**config.mk**
```make
export PLATFORM = sky130hd
export DESIGN_NAME = mac_window_ctrl
export DESIGN_NICKNAME = d
export VERILOG_FILES = /design/src/rtl/mac_window_ctrl.sv
export SDC_FILE = /design/constraint.sdc
export NUM_CORES = 1
export LEC_CHECK = 0
export CELL_PAD_IN_SITES_DETAIL_PLACEMENT = 1
export CELL_PAD_IN_SITES_GLOBAL_PLACEMENT = 2
export CORE_UTILIZATION = 28
export CTS_CLUSTER_SIZE = 10
export DETAILED_ROUTE_END_ITERATION = 10
export GPL_ROUTABILITY_DRIVEN = 1
export PLACE_DENSITY = 0.82
export SLEW_MARGIN = 5
export SYNTH_ARGS = -nofsm -noshare
export SYNTH_HDL_FRONTEND = slang
export SYNTH_SLANG_ARGS = --single-unit
```
**constraint.sdc**
```tcl
create_clock -name clk -period 3.1 [get_ports clk]
set_clock_uncertainty 0.1 [all_clocks]
set_input_delay 0.465 -clock clk [delete_from_list [all_inputs] [get_ports clk]]
set_output_delay 0.465 -clock clk [all_outputs]
set_load 0.01 [all_outputs]
```
**src/rtl/mac_window_ctrl.sv**
```systemverilog
// mac_window_ctrl
//   Sequencer for the MAC array. Takes one convolution job descriptor, then
//   for every output window: clears the array, streams cfg_len operand reads
//   from the A/B buffers, issues a zero-operand flush beat, waits for the
//   array to drain and captures its dot product into a one-entry result
//   register with valid/ready backpressure.
//
//   Ports
//     clk, rst              clock, synchronous active-high reset
//     cfg_valid/cfg_ready   job descriptor handshake (ready only when idle)
//     cfg_a_base/b_base     window-0 start addresses of the A/B buffers
//     cfg_a_stride/b_stride per-window base increments (wrap modulo 2^ADDR_W)
//     cfg_len               operand beats per window
//     cfg_windows           windows in the job
//     rd_en, rd_addr_a/b    operand read strobe and addresses (1-cycle SRAM)
//     mac_start             one-cycle array clear
//     mac_valid             array accumulate enable
//     op_zero               forces array operands to zero (flush beat)
//     mac_dot               array dot product
//     res_valid/res_ready   result handshake
//     res_data, res_last    captured dot product, final-window flag
//     busy                  high whenever not idle
//     done                  one-cycle pulse at job completion
module mac_window_ctrl #(
  parameter int NUM_MACS = 4,
  parameter int ADDR_W   = 10,
  parameter int LEN_W    = 8,
  parameter int WIN_W    = 8,
  parameter int DOT_W    = 36,
  parameter int DRAIN    = 1
) (
  input  logic              clk,
  input  logic              rst,
  input  logic              cfg_valid,
  output logic              cfg_ready,
  input  logic [ADDR_W-1:0] cfg_a_base,
  input  logic [ADDR_W-1:0] cfg_b_base,
  input  logic [ADDR_W-1:0] cfg_a_stride,
  input  logic [ADDR_W-1:0] cfg_b_stride,
  input  logic [LEN_W-1:0]  cfg_len,
  input  logic [WIN_W-1:0]  cfg_windows,
  output logic              rd_en,
  output logic [ADDR_W-1:0] rd_addr_a,
  output logic [ADDR_W-1:0] rd_addr_b,
  output logic              mac_start,
  output logic              mac_valid,
  output logic              op_zero,
  input  logic [DOT_W-1:0]  mac_dot,
  output logic              res_valid,
  input  logic              res_ready,
  output logic [DOT_W-1:0]  res_data,
  output logic              res_last,
  output logic              busy,
  output logic              done
);

  localparam logic [2:0] S_IDLE    = 3'd0;
  localparam logic [2:0] S_CLEAR   = 3'd1;
  localparam logic [2:0] S_READ    = 3'd2;
  localparam logic [2:0] S_FLUSH   = 3'd3;
  localparam logic [2:0] S_DRAIN   = 3'd4;
  localparam logic [2:0] S_CAPTURE = 3'd5;
  localparam logic [2:0] S_FINISH  = 3'd6;

  // The controller is lane-count agnostic; NUM_MACS only documents the
  // width of the attached array and must be at least one lane.
  if (NUM_MACS < 1) begin : g_no_lanes
  end

  logic [2:0]        r_state;
  logic [ADDR_W-1:0] r_base_a;
  logic [ADDR_W-1:0] r_base_b;
  logic [ADDR_W-1:0] r_stride_a;
  logic [ADDR_W-1:0] r_stride_b;
  logic [LEN_W-1:0]  r_len;
  logic [LEN_W-1:0]  r_beat;
  logic [WIN_W-1:0]  r_windows;
  logic [WIN_W-1:0]  r_win;
  logic [2:0]        r_drn;
  logic              r_rd_en_d;
  logic              r_res_valid;
  logic [DOT_W-1:0]  r_res_data;
  logic              r_res_last;

  logic w_rd_en;
  logic w_cap_ok;
  logic w_drain_end;
  logic w_capture;
  logic w_last_win;
  logic w_done;

  // READ spans len+1 cycles: len strobes, then one idle cycle in which the
  // last data beat is accumulated, so the flush beat never overlaps data.
  assign w_rd_en     = (r_state == S_READ) && (r_beat != r_len);
  assign w_cap_ok    = !r_res_valid || res_ready;
  assign w_drain_end = (r_drn == 3'(DRAIN - 1));
  // Capture is attempted in the final drain cycle; if the result register
  // is still occupied the FSM parks in CAPTURE until it frees up.
  assign w_capture   = ((r_state == S_DRAIN && w_drain_end) ||
                        (r_state == S_CAPTURE)) && w_cap_ok;
  assign w_last_win  = (r_win == r_windows - WIN_W'(1));
  assign w_done      = (r_state == S_FINISH) && w_cap_ok;

  always_ff @(posedge clk) begin
    if (rst) begin
      r_state     <= S_IDLE;
      r_base_a    <= '0;
      r_base_b    <= '0;
      r_stride_a  <= '0;
      r_stride_b  <= '0;
      r_len       <= '0;
      r_beat      <= '0;
      r_windows   <= '0;
      r_win       <= '0;
      r_drn       <= '0;
      r_rd_en_d   <= 1'b0;
      r_res_valid <= 1'b0;
      r_res_data  <= '0;
      r_res_last  <= 1'b0;
    end else begin
      r_rd_en_d <= w_rd_en;

      if (r_res_valid && res_ready) begin
        r_res_valid <= 1'b0;
      end

      case (r_state)
        S_IDLE: begin
          if (cfg_valid) begin
            r_base_a   <= cfg_a_base;
            r_base_b   <= cfg_b_base;
            r_stride_a <= cfg_a_stride;
            r_stride_b <= cfg_b_stride;
            r_len      <= cfg_len;
            r_windows  <= cfg_windows;
            r_win      <= '0;
            r_state    <= (cfg_windows == '0) ? S_FINISH : S_CLEAR;
          end
        end
        S_CLEAR: begin
          r_beat  <= '0;
          r_state <= (r_len == '0) ? S_FLUSH : S_READ;
        end
        S_READ: begin
          if (r_beat == r_len) begin
            r_state <= S_FLUSH;
          end else begin
            r_beat <= r_beat + LEN_W'(1);
          end
        end
        S_FLUSH: begin
          r_drn   <= '0;
          r_state <= S_DRAIN;
        end
        S_DRAIN: begin
          if (!w_drain_end) begin
            r_drn <= r_drn + 3'd1;
          end else if (!w_cap_ok) begin
            r_state <= S_CAPTURE;
          end
        end
        S_CAPTURE: begin
        end
        S_FINISH: begin
          if (w_done) begin
            r_state <= S_IDLE;
          end
        end
        default: r_state <= S_IDLE;
      endcase

      // Shared exit path of DRAIN and CAPTURE; overrides the case above.
      if (w_capture) begin
        r_res_valid <= 1'b1;
        r_res_data  <= mac_dot;
        r_res_last  <= w_last_win;
        if (w_last_win) begin
          r_state <= S_FINISH;
        end else begin
          r_base_a <= r_base_a + r_stride_a;
          r_base_b <= r_base_b + r_stride_b;
          r_win    <= r_win + WIN_W'(1);
          r_state  <= S_CLEAR;
        end
      end
    end
  end

  assign cfg_ready = (r_state == S_IDLE);
  assign busy      = (r_state != S_IDLE);
  assign rd_en     = w_rd_en;
  assign rd_addr_a = r_base_a + ADDR_W'(r_beat);
  assign rd_addr_b = r_base_b + ADDR_W'(r_beat);
  assign mac_start = (r_state == S_CLEAR);
  assign mac_valid = r_rd_en_d || (r_state == S_FLUSH);
  assign op_zero   = (r_state == S_FLUSH);
  assign res_valid = r_res_valid;
  assign res_data  = r_res_data;
  assign res_last  = r_res_last;
  assign done      = w_done;

endmodule

```
==> impl_metrics.env, run 1 <==
export IMPL_status="finished clean"
export IMPL_start_util_pct=28.8
export IMPL_synth_main_ff_cell="dfxtp_1"
export IMPL_track_usage_pct=18.8
export IMPL_cts_sinks=117
export IMPL_hold_violations=0
export IMPL_rows=55
export IMPL_cts_root_buf="clkbuf_16"
export IMPL_grt_max_degree=60
export IMPL_worstSetupPathType="register to primary output"
export IMPL_grt_pass1_vias=6532
export IMPL_p_leak_nw=3.58
export IMPL_period_needed_ns=3.09
export IMPL_power_mw=6.78
export IMPL_wl_per_cell_um=16.9
export IMPL_die_x_um=155
export IMPL_cp_data_arrival_time_ns=2.53
export IMPL_placed_cell_area_um2=8640
export IMPL_hpwl_um=16200
export IMPL_synth_seq_cells=117
export IMPL_rsz0062_at_grt="yes"
export IMPL_grt_pass1_wl_um=35400
export IMPL_yosysSeqAreaShare_pct=35.6
export IMPL_antenna_found_initial=1
export IMPL_clk_latency_ns=0.41
export IMPL_yosysWarnings=0
export IMPL_core_area_um2=22800
export IMPL_gr_total_overflow=0
export IMPL_cts_buffers=17
export IMPL_firstDrtPassIters=4
export IMPL_drv_slew=0
export IMPL_crit_required_ns=2.53
export IMPL_vdd_ir_drop_max_v=0.000327
export IMPL_critPathMaxFanout=3
export IMPL_ant_nets=0
export IMPL_drc=0
export IMPL_cp_end_kind="primary output"
export IMPL_place_congestion=0.830
export IMPL_async_flop_share_pct=0
export IMPL_finalCritPeriodShare_pct=99.8
export IMPL_syn_inst=832
export IMPL_drtIter0Drc=243
export IMPL_final_common_cell="nand2_1"
export IMPL_clk_pin_slew_ns=0.06
export IMPL_cp_start_kind="register"
export IMPL_area_growth_pct=41.2
export IMPL_drt_vias_per_instance=4.94
export IMPL_relSlewSlack_pct=54.7
export IMPL_die_area_um2=24100
export IMPL_final_cell_mix="nand2_1 (195), clkdlybuf4s50_1 (147), dfxtp_1 (114)"
export IMPL_synth_net_count=971
export IMPL_io_buffer_count=160
export IMPL_synth_edf_count=0
export IMPL_setup_violations=0
export IMPL_tritoncts="yes"
export IMPL_wirelength_um=22300
export IMPL_h_tree_depth=4
export IMPL_ios=161
export IMPL_clockBufferDepth=2
export IMPL_ys_types=55
export IMPL_drive_gt1_share_pct=11.4
export IMPL_worst_pin_slew_ns=0.680
export IMPL_synth_avg_cell_area_um2=7.92
export IMPL_postLayoutCellArea_um2=9300
export IMPL_cts_hold_fix_buffers=0
export IMPL_fmax_mhz=323
export IMPL_cap_violations=0
export IMPL_hp_class="input port to register"
export IMPL_layout_nets=1133
export IMPL_via_count=6522
export IMPL_netlist_area_um2=6590
export IMPL_power_density_nw_per_um2=729
export IMPL_fp_dieH_um=155
==> stage by stage <==
step	instances	worst slack [ns]	utilization, %	setup TNS (ns)	hold slack [ns]
2_1_floorplan	832	0.416	-	0	0.340
3_3_place_gp	1285	-0.0816	37.8	-0.102	0.341
3_5_place_dp	1285	-0.134	37.8	-0.221	0.348
4_1_cts	1318	0.0342	40.4	0	0.242
5_1_grt	1320	-0.124	40.7	-0.223	0.260
6_report	1321	0.00712	40.7	0	0.265
==> synth_stat cells (4+ instances only) <==
library cell  number  area share [%]
o211ai_1           8            0.91
and3_1             9            0.85
o2111ai_1          6            0.80
a21o_1             7            0.80
a211oi_1           5            0.57
o41ai_1            7            0.93
mux2i_1            5            0.76
o21bai_1           6            0.68
nor2_1            37             2.1
ha_1              39             7.4
dfxtp_1          117              36
o31ai_1            6            0.68
a21oi_1          105             8.0
nand3_1           10            0.76
xor2_1            29             3.9
nand2_1          196              11
o21ai_0           36             2.7
inv_1             20             1.1
nor3_1            31             2.4
xnor2_1           25             3.3
nand4_1            4            0.38
and4_1             5            0.66
nor2b_1            5            0.47
buf_2              4            0.30
nor4_1            11             1.0
clkbuf_1          38             2.2
fa_1               4             1.2
a311oi_2          10             2.3
==> timing repair <==
item,4_1_cts,5_1_grt
resized for setup,33,12
pin swaps,5,7
endpoints found under the hold margin,0,0
endpoints found under the setup margin,13,6
buffers inserted,1,2
==> flip-flops by register name, summed over array words and instances, names as in the netlist <==
signal      cells
r_win           8
r_state         3
r_stride_a     10
r_len           8
r_base_b       10
res_valid       1
r_drn           3
r_windows       8
r_stride_b     10
res_last        1
r_beat          8
r_rd_en_d       1
r_base_a       10
res_data       36
==> kinds of logic after synthesis <==
| logic type | count (synthesis) | synth area share [%] |
|---|---|---|
| AO/OA/AOI/OAI | 217 | 21.5 |
| flip-flops | 117 | 35.6 |
| buffers and inverters | 69 | 4.29 |
| multiplexers | 5 | 0.760 |
| AND/OR/NAND/NOR | 327 | 22.0 |
| adder cells (fa/ha/maj) | 43 | 8.62 |
| XOR/XNOR | 54 | 7.18 |
==> power by group <==
part	switching, mW	internal [mW]	leakage (nW)
clock network	0.806	1.12	0.276
logic	1.53	1.25	2.35
registers	0.284	1.79	0.954
total	2.62	4.16	3.58
==> layout make-up <==
type,count,area (um2)
Antenna cell,1,2.50
Clock buffer,17,425
Clock inverter,15,143
Fill cell,2763,13500
Inverter,20,75.1
Multi-Input combinational cell,646,4070
Sequential cell,117,2350
Tap cell,313,392
Timing Repair Buffer,192,1840
==> critical path, cell delays in order (launching register included) <==
cell	delay, ns
dfxtp_2	0.34
ha_2	0.19
fa_2	0.35
a21o_1	0.18
a21oi_2	0.19
o21bai_2	0.12
a2111oi_4	0.39
nor3_2	0.08
xor2_1	0.14
buf_2	0.14
==> metal layers <==
layer	vias to the layer above	wire length (um)	global-route usage (%)
li1	3251	-	-
met1	3100	10200	23.7
met2	151	10200	30.3
met3	20	1540	6.13
met4	0	352	5.46
met5	-	0	0
==> worst paths after layout <==
| kind | cells past startpoint | start | end | slack, ns |
|---|---|---|---|---|
| worst max-delay path | 9 | r_beat[0] | rd_addr_a[8] | 0.007 |
| worst min-delay path | 2 | rst | r_windows[7] | 0.27 |
| worst max register to register | 9 | r_windows[0] | r_base_a[0] | 0.47 |
| worst min register to register | 2 | res_data[1] | res_data[1] | 0.35 |
Power figures use the tool's default switching activity.
==> inputs of run 2 (changes only) <==
--- a/config.mk
+++ b/config.mk
@@ -11,7 +11,7 @@
 export CTS_CLUSTER_SIZE = 10
 export DETAILED_ROUTE_END_ITERATION = 10
 export GPL_ROUTABILITY_DRIVEN = 1
-export PLACE_DENSITY = 0.82
+export PLACE_DENSITY_LB_ADDON = 0.05
 export SLEW_MARGIN = 5
 export SYNTH_ARGS = -nofsm -noshare
 export SYNTH_HDL_FRONTEND = slang
==> impl_metrics.env, run 2 (same netlist as run 1, synthesis figures left out) <==
export IMPL_cp_end_kind="primary output"
export IMPL_setup_violations=0
export IMPL_rsz0062_at_grt="yes"
export IMPL_power_mw=7.01
export IMPL_clockBufferDepth=2
export IMPL_cts_hold_fix_buffers=0
export IMPL_relSlewSlack_pct=52.6
export IMPL_worstSetupPathType="register to primary output"
export IMPL_wl_per_cell_um=17.5
export IMPL_drv_slew=0
export IMPL_finalCritPeriodShare_pct=97.7
export IMPL_cts_buffers=17
export IMPL_critPathMaxFanout=3
export IMPL_hpwl_um=17000
export IMPL_cts_sinks=117
export IMPL_hold_violations=0
export IMPL_place_ws_ns=-0.198
export IMPL_cp_cell_sequence="ha_2, fa_2, a21o_1, a21oi_2, o21bai_2, a2111oi_4, nor3_1, xor2_1, buf_2"
export IMPL_largest_reg_flops=36
export IMPL_layout_nets=1138
export IMPL_clk_latency_ns=0.42
export IMPL_worst_pin_slew_ns=0.708
export IMPL_internal_power_mw=4.38
export IMPL_worst_path_largest_cell_delay_ns=0.36
export IMPL_placed_cell_area_um2=8680
export IMPL_drc=0
export IMPL_rows=55
export IMPL_status="finished clean"
export IMPL_p_leak_nw=3.63
export IMPL_slowest_stage="dfxtp_4"
export IMPL_postLayoutCellArea_um2=9390
export IMPL_grt_pass1_wl_um=37300
export IMPL_die_x_um=155
export IMPL_drive_gt1_share_pct=11.6
export IMPL_place_congestion=0.897
export IMPL_via_count=6633
export IMPL_h_tree_depth=4
export IMPL_diodes=0
export IMPL_track_usage_pct=19.8
export IMPL_core_area_um2=22800
export IMPL_cap_violations=0
export IMPL_final_cell_mix="nand2_1 (196), clkdlybuf4s50_1 (147), dfxtp_1 (114)"
export IMPL_vdd_ir_drop_max_v=0.000292
export IMPL_crit_required_ns=2.53
export IMPL_cts_root_buf="clkbuf_16"
export IMPL_clk_pin_slew_ns=0.06
export IMPL_fp_dieH_um=155
export IMPL_power_density_nw_per_um2=747
export IMPL_drtIter0Drc=200
export IMPL_firstDrtPassIters=4
export IMPL_io_buffer_count=160
export IMPL_period_needed_ns=3.03
export IMPL_p_clk_share_pct=30.7
export IMPL_die_area_um2=24100
export IMPL_gr_total_overflow=0
export IMPL_drt_vias_per_instance=5.01
export IMPL_ios=161
export IMPL_tritoncts="yes"
export IMPL_seqPwrFrac_pct=29.9
export IMPL_start_util_pct=28.8
export IMPL_setup_ws_ns=0.0713
export IMPL_fmax_mhz=330
export IMPL_wirelength_um=23200
export IMPL_comb_power_share_pct=39.4
export IMPL_cp_start_kind="register"
export IMPL_grt_max_degree=117
export IMPL_p_switching_mw=2.63
export IMPL_hp_class="register to register"
export IMPL_grt_pass1_vias=7196
export IMPL_switching_share_pct=37.5
export IMPL_final_common_cell="nand2_1"
export IMPL_antenna_found_initial=0
export IMPL_cp_data_arrival_time_ns=2.46
export IMPL_area_growth_pct=42.6
export IMPL_ant_nets=0
[run 2: metrics by stage]
step | setup TNS (ns) | cells | util [%] | hold WS [ns]
6_report | 0 | 1324 | 41.1 | 0.352
4_1_cts | -0.0136 | 1322 | 41.0 | 0.357
5_1_grt | -0.0796 | 1324 | 41.1 | 0.382
3_5_place_dp | -0.350 | 1291 | 38.0 | 0.350
3_3_place_gp | -0.115 | 1291 | 38.0 | 0.342
2_1_floorplan | 0 | 832 | - | 0.340
[run 2: final timing paths]
kind / from / endpoint / slack [ns] / cells past startpoint
max: r_beat[0] / rd_addr_a[8] / 0.07 / 9
max reg2reg: r_windows[0] / r_base_a[0] / 0.48 / 7
min: res_data[24] / res_data[24] / 0.35 / 2
min reg2reg: res_data[24] / res_data[24] / 0.35 / 2
[run 2: cell type report]
class	count	area (um2)
Fill cell	2740	13500
Multi-Input combinational cell	646	4070
Sequential cell	117	2350
Timing Repair Buffer	197	1870
Clock buffer	17	425
Tap cell	313	392
Clock inverter	14	204
Inverter	20	75.1
[run 2: power groups by stage]
stage	clock network (mW)	logic, mW	registers [mW]
after global placement	0	2.74	2.11
after detailed placement	0	2.81	2.12
after floorplan	0	1.67	2.04
final	2.15	2.76	2.10
after global routing	2.27	3.06	2.15
after CTS	2.21	2.81	2.10
[run 2: timing repair]
| item | CTS | global route |
|---|---|---|
| setup endpoints to repair | 12 | 5 |
| resized for setup | 35 | 9 |
| pin swaps | 7 | 10 |
| buffers inserted | 0 | 2 |
[run 2: routing by layer]
metal  GRT usage, %  part of all wire [%]
met5              0                     0
met4           6.44                   2.0
met3           5.96                   5.6
met2           35.2                    49
met1           22.4                    43
[run 2: worst max-delay path: cells and delay by family (launching register included)]
| kind | cells | cell delay [ns] |
|---|---|---|
| buffers and inverters | 1 | 0.14 |
| flip-flops | 1 | 0.36 |
| XOR/XNOR | 1 | 0.14 |
| AO/OA/AOI/OAI | 4 | 0.80 |
| AND/OR/NAND/NOR | 1 | 0.09 |
| adder cells (fa/ha/maj) | 2 | 0.53 |
==> inputs of run 3 (changes only) <==
--- a/config.mk
+++ b/config.mk
@@ -10,7 +10,7 @@
 export CORE_UTILIZATION = 28
 export CTS_CLUSTER_SIZE = 10
 export DETAILED_ROUTE_END_ITERATION = 10
-export GPL_ROUTABILITY_DRIVEN = 1
+export GPL_ROUTABILITY_DRIVEN = 0
 export PLACE_DENSITY_LB_ADDON = 0.05
 export SLEW_MARGIN = 5
 export SYNTH_ARGS = -nofsm -noshare
==> impl_metrics.env, run 3 (same netlist as run 1, synthesis figures left out) <==
export IMPL_status="finished clean"
export IMPL_fp_dieH_um=155
export IMPL_cp_end_kind="primary output"
export IMPL_ios=161
export IMPL_clk_pin_slew_ns=0.06
export IMPL_largest_reg_flops=36
export IMPL_hp_start="res_data[14]"
export IMPL_hold_ws_ns=0.356
export IMPL_final_common_cell="nand2_1"
export IMPL_regArea_um2=2350
export IMPL_worstSetupPathType="register to primary output"
export IMPL_cp_start_kind="register"
export IMPL_gr_total_overflow=0
export IMPL_hp_class="register to register"
export IMPL_finalCritPeriodShare_pct=99.2
export IMPL_diodes=0
export IMPL_crit_required_ns=2.53
export IMPL_clk_latency_ns=0.42
export IMPL_drt_vias_per_instance=4.98
export IMPL_worst_pin_slew_ns=0.644
export IMPL_core_area_um2=22800
export IMPL_track_usage_pct=19.6
export IMPL_drv_slew=0
export IMPL_relSlewSlack_pct=56.9
export IMPL_clockBufferDepth=2
export IMPL_period_needed_ns=3.07
export IMPL_holdPathStages=2
export IMPL_cp_data_arrival_time_ns=2.51
export IMPL_grt_max_degree=117
export IMPL_h_tree_depth=4
export IMPL_io_buffer_count=160
export IMPL_power_mw=6.76
export IMPL_area_growth_pct=41.3
export IMPL_via_count=6581
export IMPL_cap_violations=0
export IMPL_p_leak_nw=3.61
export IMPL_fin_util_pct=40.7
export IMPL_firstDrtPassIters=4
export IMPL_fmax_mhz=325
export IMPL_critPathMaxFanout=3
export IMPL_start_util_pct=28.8
export IMPL_ff2ff_setup_slack_ns=0.36
export IMPL_multi_input_area_um2=4080
export IMPL_final_cell_mix="nand2_1 (196), clkdlybuf4s50_1 (147), dfxtp_1 (114)"
export IMPL_cts_root_buf="clkbuf_16"
export IMPL_layout_nets=1136
export IMPL_ant_nets=0
export IMPL_rows=55
export IMPL_wirelength_um=23000
export IMPL_drive_gt1_share_pct=11.6
export IMPL_die_area_um2=24100
export IMPL_drc=0
export IMPL_placedCellCount=1290
export IMPL_hold_end="res_data[14]"
export IMPL_vdd_ir_drop_max_v=0.000333
export IMPL_r2r_end="r_base_a[0]"
export IMPL_drtIter0Drc=225
export IMPL_antenna_found_initial=0
export IMPL_hpwl_um=16900
export IMPL_hold_violations=0
export IMPL_cts_buffers=17
export IMPL_nFillCells=2738
export IMPL_cts_sinks=117
export IMPL_rsz0062_at_grt="yes"
export IMPL_grt_pass1_vias=7243
export IMPL_die_x_um=155
export IMPL_setup_violations=0
export IMPL_grt_pass1_wl_um=37400
export IMPL_tritoncts="yes"
export IMPL_power_density_nw_per_um2=727
export IMPL_rr_worst_depth=9
export IMPL_worstReg2RegStart="r_windows[0]"
export IMPL_wl_per_cell_um=17.4
export IMPL_layout_cells_non_filler=1322
==> run 3: worst max-delay path, stage by stage (launching register included) <==
cell and delay (ns):
dfxtp_2 0.34, ha_4 0.16, fa_2 0.35, a21o_1 0.18, a21oi_2 0.20, o21bai_2 0.10
a2111oi_2 0.37, nor3_1 0.10, xor2_1 0.14, buf_2 0.15
==> run 3: power by group <==
part           internal [mW]  total (mW)  leakage, nW  switching (mW)
clock                   1.10        1.90        0.262           0.794
sequential              1.79        2.11        0.953           0.315
combinational           1.24        2.76         2.40            1.52
==> run 3: worst max path at each step <==
stage	to	cells after the start	slack, ns	from
after floorplan	rd_addr_a[8]	8	0.42	r_beat[0]
after global routing	rd_addr_a[8]	9	-0.09	r_beat[0]
after detailed placement	rd_addr_a[8]	9	-0.22	r_beat[0]
final	rd_addr_a[8]	9	0.03	r_beat[0]
after CTS	rd_addr_a[8]	9	-0.12	r_beat[0]
after global placement	rd_addr_a[8]	9	-0.1	r_beat[0]
==> run 3: area by class of cell <==
cell class	count	share of cell area (%)
Clock inverter	14	1.41
Tap cell	313	4.21
Timing Repair Buffer	195	20.0
Sequential cell	117	25.2
Clock buffer	17	4.57
Inverter	20	0.806
Multi-Input combinational cell	646	43.8
==> run 3: per-stage QoR <==
stage                     TNS [ns]  worst slack, ns  instance area (um2)
final                            0           0.0250                 9310
after global routing        -0.142          -0.0923                 9310
after CTS                   -0.122           -0.122                 9280
after detailed placement    -0.300           -0.221                 8670
after global placement      -0.140          -0.0951                 8670
after floorplan                  0            0.416                 6590
==> run 3: repair_timing <==
action | in CTS | in global routing
pin swaps | 6 | 4
hold endpoints to repair | 0 | 0
buffers inserted | 0 | 1
gates resized for setup | 29 | 16
hold buffers | 0 | 0
setup endpoints to repair | 13 | 9
==> run 3: metal layers <==
layer  wire, um  GRT usage (%)  share of wire, %  vias to the layer above
met4        469           6.96               2.0                        0
met1       9860           22.1                43                     3164
met5          0              0                 0                        -
li1           -              -                 -                     3252
met3       1080           4.96               4.7                       28
met2      11600           35.6                50                      137
